[src/rtl/seg7_scan_decoder.sv]
// seg7_scan_decoder
// Readback monitor for a multiplexed 7-segment display bus. It samples the
// one-hot digit scan and the active-low segment pattern, requires a run of
// STABLE identical qualified samples before a digit commits, and publishes a
// complete frame of packed BCD digits once every slot has been captured.
//
// Ports:
//   clk          system clock
//   rst          asynchronous, active-high reset
//   sample_en    bus is evaluated only on cycles where this is 1
//   scan         one-hot digit select, bit i = digit i (0 = least significant)
//   hex          active-low segments, bit6 = g .. bit0 = a
//   clr_err      synchronous clear of the sticky error flags (set wins)
//   bcd          last complete frame, digit i in bits [4i+3:4i] (blank = 4'hF)
//   frame_valid  one-cycle pulse when bcd/blank_mask update
//   blank_mask   bit i set when digit i of the last frame was blank
//   bad_pat      sticky: an illegal segment pattern committed
//   bad_scan     sticky: a qualified sample had a non-one-hot scan
module seg7_scan_decoder #(
  parameter int unsigned NDIG   = 4,
  parameter int unsigned STABLE = 3
) (
  input  logic              clk,
  input  logic              rst,
  input  logic              sample_en,
  input  logic [NDIG-1:0]   scan,
  input  logic [6:0]        hex,
  input  logic              clr_err,
  output logic [4*NDIG-1:0] bcd,
  output logic              frame_valid,
  output logic [NDIG-1:0]   blank_mask,
  output logic              bad_pat,
  output logic              bad_scan
);

  localparam logic [3:0] StableCnt = 4'(STABLE);

  // Returns {legal, blank, value}.
  function automatic logic [5:0] decode(input logic [6:0] p);
    logic [5:0] r;
    case (p)
      7'b1000000: r = {2'b10, 4'd0};
      7'b1111001: r = {2'b10, 4'd1};
      7'b0100100: r = {2'b10, 4'd2};
      7'b0110000: r = {2'b10, 4'd3};
      7'b0011001: r = {2'b10, 4'd4};
      7'b0010010: r = {2'b10, 4'd5};
      7'b0000010: r = {2'b10, 4'd6};
      7'b1111000: r = {2'b10, 4'd7};
      7'b0000000: r = {2'b10, 4'd8};
      7'b0011000: r = {2'b10, 4'd9};
      7'b1111111: r = {2'b11, 4'hF};
      default:    r = {2'b00, 4'h0};
    endcase
    return r;
  endfunction

  logic [3:0]        run_q, run_d;
  logic [NDIG-1:0]   prev_scan_q, prev_scan_d;
  logic [6:0]        prev_hex_q, prev_hex_d;
  logic [NDIG-1:0]   got_q, got_d;
  logic [4*NDIG-1:0] work_q, work_d;
  logic [NDIG-1:0]   wblank_q, wblank_d;

  logic       onehot;
  logic       same;
  logic       commit;
  logic       scan_err;
  logic       pat_err;
  logic       wr;
  logic       frame_done;
  logic [5:0] dec;

  assign onehot     = (scan != '0) && ((scan & (scan - NDIG'(1))) == '0);
  assign same       = (scan == prev_scan_q) && (hex == prev_hex_q);
  assign dec        = decode(hex);
  assign frame_done = &got_q;

  always_comb begin
    run_d       = run_q;
    prev_scan_d = prev_scan_q;
    prev_hex_d  = prev_hex_q;
    commit      = 1'b0;
    scan_err    = 1'b0;
    if (sample_en) begin
      if (!onehot) begin
        scan_err    = 1'b1;
        run_d       = '0;
        // Zero never matches a one-hot scan, so the next sample starts fresh.
        prev_scan_d = '0;
      end else if (same) begin
        // Saturated runs stay put, so a run commits only once.
        if (run_q < StableCnt) begin
          run_d  = run_q + 4'd1;
          commit = ((run_q + 4'd1) == StableCnt);
        end
      end else begin
        run_d       = 4'd1;
        prev_scan_d = scan;
        prev_hex_d  = hex;
        commit      = (StableCnt == 4'd1);
      end
    end
  end

  assign wr      = commit && dec[5];
  assign pat_err = commit && !dec[5];

  always_comb begin
    work_d   = work_q;
    wblank_d = wblank_q;
    // A completed frame clears got first; a commit in the same cycle then
    // counts toward the next frame.
    got_d    = frame_done ? '0 : got_q;
    if (wr) begin
      got_d = got_d | scan;
      for (int i = 0; i < int'(NDIG); i++) begin
        if (scan[i]) begin
          work_d[4*i +: 4] = dec[3:0];
          wblank_d[i]      = dec[4];
        end
      end
    end
  end

  always_ff @(posedge clk or posedge rst) begin
    if (rst) begin
      run_q       <= '0;
      prev_scan_q <= '0;
      prev_hex_q  <= '0;
      got_q       <= '0;
      work_q      <= '0;
      wblank_q    <= '0;
      bcd         <= '0;
      blank_mask  <= '0;
      frame_valid <= 1'b0;
      bad_pat     <= 1'b0;
      bad_scan    <= 1'b0;
    end else begin
      run_q       <= run_d;
      prev_scan_q <= prev_scan_d;
      prev_hex_q  <= prev_hex_d;
      got_q       <= got_d;
      work_q      <= work_d;
      wblank_q    <= wblank_d;
      frame_valid <= frame_done;
      if (frame_done) begin
        bcd        <= work_q;
        blank_mask <= wblank_q;
      end
      bad_pat  <= (bad_pat && !clr_err) || pat_err;
      bad_scan <= (bad_scan && !clr_err) || scan_err;
    end
  end

endmodule
[config.mk]
export PLATFORM = sky130hd
export DESIGN_NAME = seg7_scan_decoder
export DESIGN_NICKNAME = d
export VERILOG_FILES = /design/src/rtl/seg7_scan_decoder.sv
export SDC_FILE = /design/constraint.sdc
export NUM_CORES = 1
export LEC_CHECK = 0
export ABC_AREA = 1
export BUFFER_PORTS_ARGS = -buffer_cell sky130_fd_sc_hd__clkbuf_2
export CORE_ASPECT_RATIO = 1.2
export CORE_MARGIN = 2
export CORE_UTILIZATION = 48
export DETAILED_ROUTE_END_ITERATION = 16
export PLACE_DENSITY_LB_ADDON = 0.25
export SYNTH_ARGS = -nofsm -noshare
export SYNTH_HDL_FRONTEND = slang
export SYNTH_SLANG_ARGS = --single-unit
[constraint.sdc]
create_clock -name clk -period 2.4 [get_ports clk]
set_input_delay 0.12 -clock clk [delete_from_list [all_inputs] [get_ports clk]]
set_output_delay 0.12 -clock clk [all_outputs]
set_load 0.005 [all_outputs]
# ---- Word-level counts from Yosys, hierarchy flattened
# Index checks and enable logic that the tools add are counted.
dict set report totals {
  ff_bits 62
  inputBits 15
  out_inout_bits 23
}
dict set report classes {
  addsub 2
  n_reduce_logical 21
  order_cmp 1
  eq_ne 15
  n_bitwise 3
  muxes 14
}
# operator n
set op_table {}
lappend op_table {{one-hot mux 6 bit (11 select lines)} 1}
lappend op_table {{equality test 7 bit, second input constant} 4}
lappend op_table {{2-to-1 mux 4 bit} 7}
lappend op_table {{equality test 7 x 5 -> 1 bit, second input constant} 3}
lappend op_table {{equality test 7 x 6 -> 1 bit, second input constant} 2}
lappend op_table {{AND reduction 2 bit} 6}
lappend op_table {{equality test 7 x 2 -> 1 bit, second input constant} 1}
lappend op_table {{equality test 7 bit} 1}
lappend op_table {{zero test 7 bit} 1}
lappend op_table {{logical AND 1 bit} 6}
lappend op_table {{2-to-1 mux 1 bit} 6}
lappend op_table {{adder 4 x 1 -> 4 bit, second input constant} 1}
lappend op_table {{bitwise AND 4 bit} 1}
lappend op_table {{equality test 4 x 2 -> 1 bit, second input constant} 1}
lappend op_table {{equality test 4 bit} 1}
lappend op_table {{zero test 4 bit} 1}
lappend op_table {{< comparator 4 x 2 -> 1 bit, second input constant} 1}
lappend op_table {{OR 4 bit} 1}
lappend op_table {{AND reduction 4 bit} 1}
lappend op_table {{nonzero test 4 bit} 1}
lappend op_table {{subtractor 4 x 1 -> 4 bit, second input constant} 1}
lappend op_table {{inequality test 3 x 2 -> 1 bit, second input constant} 1}
lappend op_table {{AND reduction 3 bit} 1}
lappend op_table {{zero test 1 bit} 2}
lappend op_table {{3 further kinds} 4}

# ---- Longest topological paths before layout
dict set report logic_depth {
  depth_word 8
  mapped_depth 12
}

# ---- Worst setup path after synthesis
# OpenSTA, ideal clock, no wires.
dict set report synth_timing {
  path_kind {register -> register}
  start {reg got_q[0]}
  end {reg bcd[0]}
  n_path_buf 1
  required_time_ns 2.275
  stages_incl_launch_ff 5
  setup_time_ns 0.125
  period_less_slack_ns 1.515
  slack_ns 0.885
  arrival_ns 1.391
  cell_sequence {dfrtp_1 > inv_1 > nor4_4 > buf_2 > mux2_2}
}
dict set report synth_via {
  elab_chain_len 1
}
# item line_no
set synth_lines {}
lappend synth_lines {{start, declared} 61} ;# logic [NDIG-1:0] got_q, got_d;
lappend synth_lines {{start signal, assigned} 143} ;# got_q <= got_d;
lappend synth_lines {{AND reduction 4 bit} 77} ;# assign frame_done = &got_q;
lappend synth_lines {{end signal, assigned} 148} ;# bcd <= work_q;
lappend synth_lines {{end, declared} 29} ;# output logic [4*NDIG-1:0] bcd,
# Every way passes these cells.
# A chain may end at the register's enable or synchronous reset.

# ---- Final worst setup path
dict set report layout_timing {
  start {reg run_q[0]}
  end {reg work_q[5]}
}
dict set report layout_via {
  elab_chain_len 8
  word_cells_on_any_way 9
  cone_classes {1 x add/sub; 1 x order compare; 1 x eq/ne; 4 x mux; 2 x reduce/logical}
}
# item line_no
set layout_lines {}
lappend layout_lines {{start, declared} 58} ;# logic [3:0] run_q, run_d;
lappend layout_lines {{start signal, assigned} 140} ;# run_q <= run_d;
lappend layout_lines {{adder 4 x 1 -> 4 bit} 95} ;# commit = ((run_q + 4'd1) == StableCnt);
lappend layout_lines {{equality test 4 x 2 -> 1 bit} 95}
lappend layout_lines {{2-to-1 mux 1 bit *} 93} ;# if (run_q < StableCnt) begin
lappend layout_lines {{2-to-1 mux 1 bit *} 91} ;# end else if (same) begin
lappend layout_lines {{2-to-1 mux 1 bit *} 86} ;# if (!onehot) begin
lappend layout_lines {{2-to-1 mux 1 bit *} 85} ;# if (sample_en) begin
lappend layout_lines {{logical AND 1 bit *} 106} ;# assign wr = commit && dec[5];
lappend layout_lines {{AND reduction 2 bit (no source line) *} -}
lappend layout_lines {{end signal, assigned} 144} ;# work_q <= work_d;
lappend layout_lines {{end, declared} 62} ;# logic [4*NDIG-1:0] work_q, work_d;
# Mark *: on every way between the ends. The rest lies on a longest branch, timed or not.

==> impl_metrics.csv <==
group,metric,value,unit
synth,count_of_yosys_warnings_during_synthesis,0,
grt,globalRouteOverflowTotal,0,
pwr,clockPowerShare,0.432,
pwr,seq_power_share,0.481,
synth,yosysSeqAreaShare,0.512,
pwr,power_report.internal_total,0.00173,W
finish,most_common_library_cell_in_the_layout_ignoring_fill_and_taps,"nand2_1",
sta,period_needed,1.75,ns
synth,postSynthRegisterBits,62,
sta,rsz0062_at_grt,"no",
detailed_routing,route.antenna.remaining_nets,0,
setup_path,crit_required,2.68,ns
detailed_routing,wl_per_cell,12.5,um
clock_network,post-cts-setup-buffer-count,0,
detailed_routing,routed_wirelength,5890,um
setup_path,crit_fanout,20,
clock_network,total_number_of_clock_tree_sinks,62,
clock_network,htreeDepth,3,
finish,layout-drive-gt1-share,0.267,
placement,gpl_wtd_cong,0.903,
floorplanning,die_y,91.0,um
setup_path,path_class,"reg -> reg",
sta,fin_crit_sh,0.731,
finish,number_of_diodes,0,
sta,report.final.setup_viol,0,
setup_path,setup.reg_to_reg.worst_slack,0.65,ns
detailed_routing,route.vias.total,2359,
clock_network,clkTransAtPathRegs,0.07,ns
finish,synthToLayoutAreaGrowth,15.6,%
floorplanning,die_w,76.5,um
sta,timing_worst_slew_pin_value,0.510,ns
setup_path,cp-end-kind,"flop",
detailed_routing,drcViolationCount,0,
grt,first_global_vias,2260,
grt,grt_first_pass_wirelength,10300,um
synth,synthesis.area_per_instance,8.94,sq um
placement,dp_hpwl,4440,um
pwr,net_switching_power,0.000557,W
sta,max_freq,570,MHz
min_path,hp-class,"in -> reg",
finish,fillerInstances,570,
synth,syn-num-nets,356,
finish,layout_common_cells,"nand2_1, dfrtp_1, nand3_1, clkbuf_2, inv_1",
detailed_routing,avgViaCountPerCell,5.00,
run_status,run_status,"finished, final reports clean",
grt,global_route.usage.total,0.190,
pwr,switching_share,0.244,
floorplanning,std_cell_rows,31,
min_path,worst_hold_startpoint,"hex[1]",
floorplanning,initial_utilization,0.498,
finish,fin_area,3500,sq um
sta,finalSetupTns,0,ns
floorplanning,placeableCoreArea,6090,sq um
detailed_routing,drt-pass1-iter-count,4,
run,cap_viol_max_count,0,
placement,port_buffers,37,
clock_network,deepest_clock_path_buffer_count,2,
pwr,power.combinational.fraction,0.087,
detailed_routing,drt-initial-drc-count,158,
sta,timing_max_transition_violations_final,0,
pwr,cellLeakagePower,1.93,nW
floorplanning,floorplan.io_pins,38,
setup_path,r2r_start,"run_q[0]",
synth,yosys.cell_types.count,26,
finish,num-nets-final,402,
sta,timing.max_slew.rel_slack,0.660,
pwr,power.density,651,nW/um^2
grt,grt_max_degree,26,
clock_network,cts_root_buf,"clkbuf_8",
pwr,ir_worst_vdd,0.000419,V
placement,dpl-instance-area,3270,sq um
placement,detailedPlace.worstSlack,0.649,ns
setup_path,arrival,2.03,ns
clock_network,numCtsBuffers,9,
sta,final.setup.worst_slack,0.646,ns
clock_network,clkLatencyLatePin,0.34,ns
floorplanning,floorplan.die_area,6970,sq um
synth,postSynthCellCount,339,
sta,final-hold-violation-count,0,
clock_network,tritoncts,"built",
grt,antenna_found_initial,0,
sta,worst_clock_skew,0.00918,ns
setup_path,setup.worst_path.start,"run_q[0]",
synth,synth_area,3030,sq um
setup_path,timing.critical_path.from_type,"flop",
metrics by stage:
stage,total power [W],cells,hold WS (ns),utilization
final,0.00228,472,0.133,0.576
after global routing,0.00240,472,0.138,0.576
after CTS,0.00232,472,0.107,0.576
after detailed placement,0.00132,454,0.144,0.537
after global placement,0.00131,454,0.137,0.537
after floorplan,0.00126,339,0.219,-
flip-flops by register name, summed over array words and instances (netlist names), 4 cells and up:
signal       flops
prev_hex_q       7
run_q            4
wblank_q         4
prev_scan_q      4
got_q            4
work_q          16
bcd             16
blank_mask       4
area by class of cell:
cell class,instances,area (sq um),area share
clock buffer,10,128,0.0364
inverter,41,154,0.0439
sequential,62,1550,0.443
timing repair buffer,44,243,0.0693
clock inverter,6,86.3,0.0246
multi-input combinational,227,1240,0.354
tap,82,103,0.0293
worst max-delay path, stage by stage, from the launching register on:
cell,delay [ns]
dfrtp_1,0.41
ha_1,0.21
nor2_1,0.09
nand3_1,0.11
nor2_1,0.17
nand4_2,0.16
nor2_2,0.11
buf_4,0.23
nand3_1,0.11
nand2_1,0.09
power groups by stage:
| stage | Combinational, W | Clock, W | Sequential [W] |
|---|---|---|---|
| 2_1_floorplan | 0.000151 | 0 | 0.00111 |
| 3_3_place_gp | 0.000194 | 0 | 0.00112 |
| 3_5_place_dp | 0.000198 | 0 | 0.00112 |
| 4_1_cts | 0.000202 | 0.00102 | 0.00110 |
| 5_1_grt | 0.000230 | 0.00107 | 0.00110 |
| 6_report | 0.000198 | 0.000986 | 0.00110 |
cells in the mapped netlist:
cell | count | area (sq um)
buf_6 | 6 | 67.6
nor4_4 | 1 | 21.3
mux2_1 | 2 | 22.5
xnor2_1 | 3 | 26.3
buf_4 | 1 | 7.51
nand3_1 | 37 | 185
buf_2 | 2 | 10.0
nor2_1 | 28 | 105
nor2_4 | 2 | 22.5
inv_1 | 33 | 124
o21ai_1 | 1 | 5.00
nor2_2 | 2 | 12.5
dfrtp_1 | 62 | 1550
o21ai_0 | 14 | 70.1
a22oi_4 | 1 | 21.3
o2111ai_1 | 1 | 8.76
ha_1 | 2 | 25.0
nor3_1 | 1 | 5.00
nand4_2 | 1 | 12.5
mux2_2 | 18 | 203
nand2_2 | 7 | 43.8
inv_2 | 8 | 30.0
nand4_1 | 3 | 18.8
o22ai_1 | 3 | 18.8
nand2_1 | 94 | 353
nand3_2 | 6 | 60.1
cells by family (layout without fill, tap and decap cells):
logic type      count (synthesis)  in the layout  share of synthesized area
xor+xnor                        3              3                    0.00867
buf+inv                        50            101                     0.0789
simple gates                  182            182                      0.277
mux                            20             20                     0.0743
compound gates                 20             20                     0.0409
fa+ha+maj                       2              2                    0.00826
flops                          62             62                      0.512
final timing paths:
kind                                 endpoint  depth (start not counted)
min in group asynchronous             bcd[11]                          3
worst max register to register      work_q[5]                          9
worst min register to register    wblank_q[1]                          2
worst min-delay path            prev_hex_q[1]                          3
worst max-delay path                work_q[5]                          9
max in group asynchronous         wblank_q[0]                          4
routing by layer:
metal	vias up	share of wire	global-route usage
met3	2	0.034	0.0626
met4	0	0.0049	0.0636
met5	-	0	0
met2	41	0.52	0.319
met1	1134	0.44	0.230
li1	1182	-	-
repair_timing:
action | CTS | global route
gates resized for setup | 0 | 0
hold buffers | 2 | 0
hold endpoints to repair | 23 | 0
endpoints found under the setup margin | 0 | 0
Power figures use the tool's default switching activity.
